--- src/rtl/cv32e40p_alu_arbiter.sv ---
// rtl/cv32e40p_alu_arbiter.sv - round-robin arbiter/sequencer sharing one ALU between requesters
module cv32e40p_alu_arbiter #(
    parameter int NUM_REQ = 2,
    parameter int OP_W    = 7
) (
    input  logic                           clk,
    input  logic                           rst,
    input  logic [NUM_REQ-1:0]             req_valid_i,
    output logic [NUM_REQ-1:0]             req_ready_o,
    input  logic [NUM_REQ-1:0][OP_W-1:0]   req_operator_i,
    input  logic [NUM_REQ-1:0][31:0]       req_operand_a_i,
    input  logic [NUM_REQ-1:0][31:0]       req_operand_b_i,
    input  logic [NUM_REQ-1:0][31:0]       req_operand_c_i,
    input  logic [NUM_REQ-1:0][1:0]        req_vector_mode_i,
    output logic [NUM_REQ-1:0]             rsp_valid_o,
    output logic [31:0]                    rsp_result_o,
    output logic                           rsp_cmp_o,
    input  logic [NUM_REQ-1:0]             rsp_ready_i,
    output logic                           alu_enable_o,
    output logic                           alu_ex_ready_o,
    output logic [OP_W-1:0]                alu_operator_o,
    output logic [31:0]                    alu_operand_a_o,
    output logic [31:0]                    alu_operand_b_o,
    output logic [31:0]                    alu_operand_c_o,
    output logic [1:0]                     alu_vector_mode_o,
    input  logic [31:0]                    alu_result_i,
    input  logic                           alu_cmp_i,
    input  logic                           alu_ready_i
);
    localparam int IDX_W = (NUM_REQ > 2) ? 2 : 1;

    localparam logic [1:0] IDLE = 2'd0;
    localparam logic [1:0] BUSY = 2'd1;
    localparam logic [1:0] RESP = 2'd2;

    logic [1:0]          state;
    logic [IDX_W-1:0]    ptr;
    logic [IDX_W-1:0]    gnt_q;
    logic [IDX_W-1:0]    gnt_idx;
    logic                gnt_found;
    logic [IDX_W:0]      scan_idx;
    logic [NUM_REQ-1:0]  rsp_valid_q;
    logic [31:0]         rsp_result_q;
    logic                rsp_cmp_q;
    logic [OP_W-1:0]     op_q;
    logic [31:0]         opa_q;
    logic [31:0]         opb_q;
    logic [31:0]         opc_q;
    logic [1:0]          vm_q;

    // Search ptr, ptr+1, ... wrapping at NUM_REQ; first valid requester wins.
    always_comb begin
        gnt_idx   = '0;
        gnt_found = 1'b0;
        scan_idx  = '0;
        for (int k = 0; k < NUM_REQ; k++) begin
            scan_idx = {1'b0, ptr} + (IDX_W+1)'(k);
            if (scan_idx >= (IDX_W+1)'(NUM_REQ)) begin
                scan_idx = scan_idx - (IDX_W+1)'(NUM_REQ);
            end
            if (!gnt_found && req_valid_i[scan_idx[IDX_W-1:0]]) begin
                gnt_found = 1'b1;
                gnt_idx   = scan_idx[IDX_W-1:0];
            end
        end
    end

    assign req_ready_o = (state == IDLE && gnt_found) ? (NUM_REQ'(1) << gnt_idx) : '0;

    always_ff @(posedge clk or posedge rst) begin
        if (rst) begin
            state        <= IDLE;
            ptr          <= '0;
            gnt_q        <= '0;
            rsp_valid_q  <= '0;
            rsp_result_q <= '0;
            rsp_cmp_q    <= 1'b0;
            op_q         <= '0;
            opa_q        <= '0;
            opb_q        <= '0;
            opc_q        <= '0;
            vm_q         <= '0;
        end else begin
            case (state)
                IDLE: begin
                    if (gnt_found) begin
                        gnt_q <= gnt_idx;
                        op_q  <= req_operator_i[gnt_idx];
                        opa_q <= req_operand_a_i[gnt_idx];
                        opb_q <= req_operand_b_i[gnt_idx];
                        opc_q <= req_operand_c_i[gnt_idx];
                        vm_q  <= req_vector_mode_i[gnt_idx];
                        state <= BUSY;
                    end
                end
                BUSY: begin
                    if (alu_ready_i) begin
                        rsp_result_q <= alu_result_i;
                        rsp_cmp_q    <= alu_cmp_i;
                        rsp_valid_q  <= NUM_REQ'(1) << gnt_q;
                        state        <= RESP;
                    end
                end
                RESP: begin
                    // Only the granted requester's ready completes the response.
                    if (rsp_ready_i[gnt_q]) begin
                        rsp_valid_q <= '0;
                        ptr         <= (gnt_q == IDX_W'(NUM_REQ-1)) ? '0 : gnt_q + 1'b1;
                        state       <= IDLE;
                    end
                end
                default: state <= IDLE;
            endcase
        end
    end

    assign rsp_valid_o       = rsp_valid_q;
    assign rsp_result_o      = rsp_result_q;
    assign rsp_cmp_o         = rsp_cmp_q;
    assign alu_enable_o      = (state == BUSY);
    assign alu_ex_ready_o    = (state == BUSY);
    assign alu_operator_o    = op_q;
    assign alu_operand_a_o   = opa_q;
    assign alu_operand_b_o   = opb_q;
    assign alu_operand_c_o   = opc_q;
    assign alu_vector_mode_o = vm_q;

endmodule

--- config.mk ---
export PLATFORM = sky130hd
export DESIGN_NAME = cv32e40p_alu_arbiter
export DESIGN_NICKNAME = d
export VERILOG_FILES = /design/src/rtl/cv32e40p_alu_arbiter.sv
export SDC_FILE = /design/constraint.sdc
export NUM_CORES = 1
export LEC_CHECK = 0
export ABC_AREA = 1
export CAP_MARGIN = 5
export CORE_AREA = 4 4 153 155
export DETAILED_ROUTE_END_ITERATION = 8
export DIE_AREA = 0 0 157 159
export HOLD_SLACK_MARGIN = 0.06
export PLACE_DENSITY = 0.67
export SLEW_MARGIN = 25
export SYNTH_ARGS = -nofsm -noshare
export SYNTH_HDL_FRONTEND = slang
export SYNTH_SLANG_ARGS = --single-unit
--- constraint.sdc ---
create_clock -name clk -period 13.8 [get_ports clk]
set_clock_uncertainty 0.2 [all_clocks]
set_input_delay 2.76 -clock clk [delete_from_list [all_inputs] [get_ports clk]]
set_output_delay 2.76 -clock clk [all_outputs]
set_load 0.03 [all_outputs]
==> flow_summary_export.csv, run 1 <==
group,metric,value,unit
grt,grt_pass1_wl,41680,um
detailed_routing,routed_wirelength,27420,um
power,power.leakage,4.875,nW
synthesis,synth_most_common_cell,"nand2_1",
floorplan,initial_utilization,30.36,%
worst_setup_path,end_kind,"output port",
synthesis,synth_ff_type,"dfrtp_1",
placed_design,dpl.hpwl,18520,um
cells_and_area,fin_nets,1370,
synthesis,netlist.area_leader.share,54.38,%
cts,clk_latency,0.42,ns
synthesis,async_flop_share,100.0,%
synthesis,syn-num-nets,1023,
synthesis,synth_commonest_cells,"217 x nand2_1, 213 x nand3_1, 144 x dfrtp_1",
sta,final_hold_viol_count,0,
cells_and_area,diodes,0,
worst_setup_path,slowest_stage,"clkdlybuf4s50_1",
power,ir_drop,135.7,uV
sta,setup_slack,5.753,ns
worst_setup_path,crit_fanout,50,
detailed_routing,wire_per_inst,19.41,um
detailed_routing,vias_per_cell,5.170,
cells_and_area,layout-drive-gt1-share,4.766,%
sta,rsz0062_at_grt,"false",
grt,grt_pass1_vias,7131,
cts,cts_tree,"built",
worst_setup_path,arrival,5.09,ns
worst_setup_path,cp_top_family,"buffers and inverters",
worst_setup_path,slowest_delay,0.70,ns
worst_setup_path,startpoint_type,"primary input",
sta,max_freq,0.1243,GHz
cts,postCtsSetupRepairBufs,0,
grt,grt_remaining_overflow,0,
detailed_routing,route.detailed.drc,0,
worst_setup_path,worstPathCellList,"clkdlybuf4s50_1, nand2_4, nand2_4, nor2_1, clkdlybuf4s50_1",
run_status,outcome,"complete, no violations",
grt,grt_max_degree,86,
cts,cts_buffers,17,
grt,grt_antenna_before_repair,0,
synthesis,synth_top_area_cell,"dfrtp_1",
floorplan,fp.dieW,157,um
placed_design,pre_cts_ws,5.716,ns
synthesis,yosysWarnings,0,
worst_setup_path,worstSetupPathType,"in2out",
cts,clkSinkCount,144,
synthesis,yosysUniqueCellTypes,19,
min_path,hp-class,"reg2reg",
cells_and_area,synthToLayoutAreaGrowth,69.11,%
cts,cts_resized,0,
cts,cts_hold_buffers,0,
floorplan,die_area,0.02496,mm2
sta,setup-violations-final,0,
synthesis,synth-seq-cells,144,
placed_design,port_buffers,393,
detailed_routing,firstDrtPassIters,5,
floorplan,io_pins,394,
floorplan,core-area,0.02182,mm2
sta,setup_tns,0,ns
synthesis,avgSynthCellArea,8.572,um2
sta,worst_slew_pin_slew,0.9836,ns
worst_setup_path,worst-path-buf-inv,2,
sta,drv_slew,0,
cells_and_area,n_fill_cell,2061,
grt,track_usage,21.18,%
cts,clock-root-buffer,"clkbuf_16",
worst_setup_path,worst_ep_required_time,10.84,ns
synthesis,synth_cells,773,
run,maxCapViolations,0,
floorplan,fp-row-count,54,
synthesis,yosysSeqAreaShare,54.38,%
cts,path_clk_slew,0.07,ns
synthesis,synth_edf_count,0,
synthesis,yosys-top-cells-area,"dfrtp_1 54%, nand3_1 16%, nand2_1 12%",
sta,fin_crit_sh,58.31,%
sta,min_period,8.047,ns
placed_design,place_congestion,0.8029,
floorplan,die_h,159,um
power,powerDensity,245.1,mW/mm2
detailed_routing,antenna_left,0,
detailed_routing,vias,7305,
sta,relSlewSlack,34.42,%
cts,cts_max_level,4,
cts,cts_buffer_depth,2,
synthesis,synth_area,0.006626,mm2
detailed_routing,drtIter0Drc,572,
==> power breakdown <==
group	switching [mW]	internal, mW	total, mW	leakage, nW
sequential	0.118	0.632	0.750	1.77
combinational	0.955	0.577	1.53	2.82
clock	0.210	0.255	0.465	0.289
total	1.28	1.46	2.75	4.88
==> sequential cells by signal (all words and copies together), names as in the netlist <==
name and count:
alu_operand_a_o 32, alu_operand_b_o 32, alu_operand_c_o 32, alu_operator_o 7
alu_vector_mode_o 2, gnt_q 1, ptr 1, rsp_cmp_o 1
rsp_result_o 32, rsp_valid_o 2, state 2
==> metrics by stage <==
step           util (%)  hold WS (ns)  area [um2]  cells  total power [mW]
3_3_place_gp      48.68        0.2621       10620   1381             2.281
6_report          51.35        0.2794       11210   1413             2.746
4_1_cts           51.33        0.2847       11200   1413             2.772
5_1_grt           51.35        0.3000       11210   1413             2.910
2_1_floorplan         -        0.2530        6626    773             1.648
3_5_place_dp      48.68        0.2655       10620   1381             2.297
==> layer usage <==
layer	share of wire, %	vias up	global-route usage, %
met3	9.8	51	7.067
met4	3.0	0	7.416
li1	-	3391	-
met1	39	3488	26.39
met5	0	-	0
met2	49	375	34.33
==> cells in the final DEF (no fill, tap or decap) <==
| master | instances |
|---|---|
| a21oi_1 | 1 |
| buf_4 | 9 |
| buf_6 | 1 |
| bufinv_16 | 1 |
| clkbuf_16 | 17 |
| clkdlybuf4s50_1 | 392 |
| clkinv_2 | 3 |
| clkinv_4 | 4 |
| clkinv_8 | 1 |
| dfrtp_1 | 144 |
| inv_1 | 2 |
| inv_2 | 4 |
| inv_6 | 5 |
| inv_8 | 2 |
| nand2_1 | 217 |
| nand2_2 | 1 |
| nand2_4 | 2 |
| nand3_1 | 213 |
| nand4_1 | 105 |
| nor2_1 | 2 |
| nor2_2 | 1 |
| nor2_4 | 2 |
| o21ai_0 | 2 |
| o21ai_1 | 1 |
| o21ai_4 | 1 |
==> worst paths after layout <==
kind	from	endpoint	cells past startpoint	slack, ns
max	req_valid_i[0]	req_ready_o[1]	5	5.75
min	rsp_result_o[29]	rsp_result_o[29]	2	0.28
max reg2reg	ptr	alu_operand_b_o[14]	6	11.27
min reg2reg	rsp_result_o[29]	rsp_result_o[29]	2	0.28
max in group asynchronous	rst	alu_operand_a_o[23]	3	9.65
min in group asynchronous	rst	alu_operand_c_o[21]	2	2.61
==> cell type report <==
type	instances	area, um2	share of cell area [%]
multi-input combinational	548	2639	23.55
inverter	7	31.28	0.2791
timing repair buffer	402	4003	35.72
tap	280	350.3	3.126
clock inverter	15	153.9	1.373
sequential	144	3603	32.16
clock buffer	17	425.4	3.796
==> worst reg2reg max path, stage by stage (launching register included) <==
cell and delay [ns]:
dfrtp_1 0.39, inv_1 0.09, nand2_4 0.25, nand2_4 0.56, buf_4 0.66, nand3_1 0.19
nand3_1 0.12
==> kinds of logic (layout without fill, tap and decap cells) <==
kind of cell	after synthesis	in the layout	synth area share [%]
AND/OR/NAND/NOR	543	543	39.12
flip-flops	144	144	54.38
buffers and inverters	81	441	5.948
AO/OA/AOI/OAI	5	5	0.5475
Note: power is estimated with default switching activity, not from simulation.
==> run 2, diff against run 1 <==
Settings changed: CORE_AREA 4 4 153 155 to 4 4 149 151, DIE_AREA 0 0 157 159 to 0 0 153 155, PLACE_DENSITY 0.67 to 0.72.
Clock period 13.8 ns to 7 ns, I/O delays scaled along.
==> flow_summary_export.csv, run 2 (synthesis results as in run 1) <==
group,metric,value,unit
worst_setup_path,slowest_delay,0.71,ns
cells_and_area,synthToLayoutAreaGrowth,69.69,%
floorplan,die_area,0.02372,mm2
floorplan,initial_utilization,31.82,%
sta,rsz0062_at_grt,"false",
sta,worst_slew_pin_slew,1.009,ns
sta,setup_slack,1.618,ns
detailed_routing,antenna_left,0,
detailed_routing,routed_wirelength,26580,um
worst_setup_path,worstSetupPathType,"in2out",
worst_setup_path,crit_start,"req_valid_i[0]",
worst_setup_path,slowest_stage,"clkdlybuf4s50_1",
detailed_routing,vias_per_cell,5.173,
placed_design,place_congestion,0.8764,
cts,cts_max_level,4,
cts,clk_latency,0.41,ns
cells_and_area,fin_cells,1407,
detailed_routing,route.detailed.drc,0,
worst_setup_path,worstPathCellList,"clkdlybuf4s50_1, nand2_4, nand2_4, nor2_1, clkdlybuf4s50_1",
sta,setup-violations-final,0,
grt,grt_max_degree,87,
grt,grt_pass1_wl,41570,um
min_path,hp-class,"reg2reg",
sta,relSlewSlack,32.71,%
floorplan,die_h,155,um
worst_setup_path,startpoint_type,"primary input",
sta,max_freq,0.1858,GHz
placed_design,pre_cts_ws,1.638,ns
sta,setup_tns,0,ns
worst_setup_path,arrival,3.78,ns
cts,cts_buffers,17,
power,powerDensity,487.4,mW/mm2
floorplan,io_pins,394,
placed_design,port_buffers,393,
cells_and_area,diodes,0,
cts,path_clk_slew,0.07,ns
cts,cts_hold_buffers,0,
detailed_routing,drtIter0Drc,605,
worst_setup_path,crit_fanout,42,
grt,track_usage,21.66,%
grt,grt_pass1_vias,7284,
cts,cts_buffer_depth,2,
power,ir_drop,281.0,uV
power,power.total,5.481,mW
run_status,outcome,"complete, no violations",
cts,clock-root-buffer,"clkbuf_16",
power,power.leakage,4.886,nW
placed_design,dpl.hpwl,18010,um
cells_and_area,fin_util,54.00,%
detailed_routing,wire_per_inst,18.89,um
worst_setup_path,timing.rr.start,"ptr",
run,maxCapViolations,0,
min_path,min-delay-start,"rsp_result_o[0]",
cells_and_area,final_cell_mix,"392 x clkdlybuf4s50_1, 217 x nand2_1, 213 x nand3_1, 144 x dfrtp_1, 105 x nand4_1",
cts,cts_resized,0,
detailed_routing,vias,7278,
grt,grt_antenna_before_repair,0,
detailed_routing,firstDrtPassIters,5,
sta,final_hold_viol_count,0,
worst_setup_path,end_kind,"output port",
cells_and_area,n_fill_cell,1914,
floorplan,fp.dieW,153,um
grt,grt_remaining_overflow,0,
sta,drv_slew,0,
sta,min_period,5.382,ns
cts,postCtsSetupRepairBufs,0,
cts,cts_tree,"built",
worst_setup_path,worst_ep_required_time,5.40,ns
placed_design,place_inst,1375,
cells_and_area,layout-drive-gt1-share,4.682,%
cts,clkSinkCount,144,
cells_and_area,fin_nets,1369,
sta,fin_crit_sh,76.88,%
floorplan,fp-row-count,53,
floorplan,core-area,0.02082,mm2
cells_and_area,final_common_cell,"clkdlybuf4s50_1",
[run 2: cell types whose count changed in the layout (fill, tap and decap cells not counted)]
cell        previous run  this run
buf_6                  1         0
bufinv_16              1         3
clkinv_2               3         0
clkinv_4               4         0
clkinvlp_4             0         2
inv_6                  5         6
inv_8                  2         4
[run 2: final cells by class]
cell class | count | area (um2) | area share [%]
Tap cell | 275 | 344.1 | 3.060
Inverter | 7 | 31.28 | 0.2782
Timing Repair Buffer | 401 | 3991 | 35.50
Clock buffer | 17 | 425.4 | 3.783
Sequential cell | 144 | 3603 | 32.05
Multi-Input combinational cell | 548 | 2639 | 23.47
Clock inverter | 15 | 210.2 | 1.869
[run 2: path summary, 6_finish.rpt]
kind	end	cells past startpoint	slack [ns]
worst min-delay path	rsp_result_o[0]	2	0.28
worst min register to register	rsp_result_o[0]	2	0.28
worst max register to register	alu_operand_a_o[12]	6	4.29
worst max-delay path	req_ready_o[1]	5	1.62
max in group asynchronous	state[0]	3	3.97
min in group asynchronous	alu_operand_b_o[10]	2	1.27
[run 2: layer usage]
layer  global-route usage, %  share of wire [%]  wire (um)  up-vias
met5                       0                  0          0        -
li1                        -                  -          -     3390
met1                   27.32                 40      10690     3486
met3                   6.120                7.9       2108       51
met2                   35.70                 48      12860      351
met4                   7.976                3.5        932        0
[run 2: power by group]
| group | switching [mW] | leakage, nW | internal [mW] | total [mW] |
|---|---|---|---|---|
| combinational | 1.87 | 2.81 | 1.13 | 3.00 |
| clock | 0.409 | 0.306 | 0.580 | 0.990 |
| sequential | 0.241 | 1.77 | 1.25 | 1.49 |
[run 2: worst max-delay path, delay by kind of cell]
| kind | cells | cell delay, ns |
|---|---|---|
| and+or+nand+nor | 3 | 1.08 |
| buffers and inverters | 2 | 1.24 |
[run 2: through the flow]
step / hold WS, ns / instance area, um2
floorplan: 0.2530 / 6626
global placement: 0.2613 / 10610
global route: 0.3089 / 11240
detailed placement: 0.2636 / 10610
CTS: 0.2829 / 11240
finish: 0.2820 / 11240
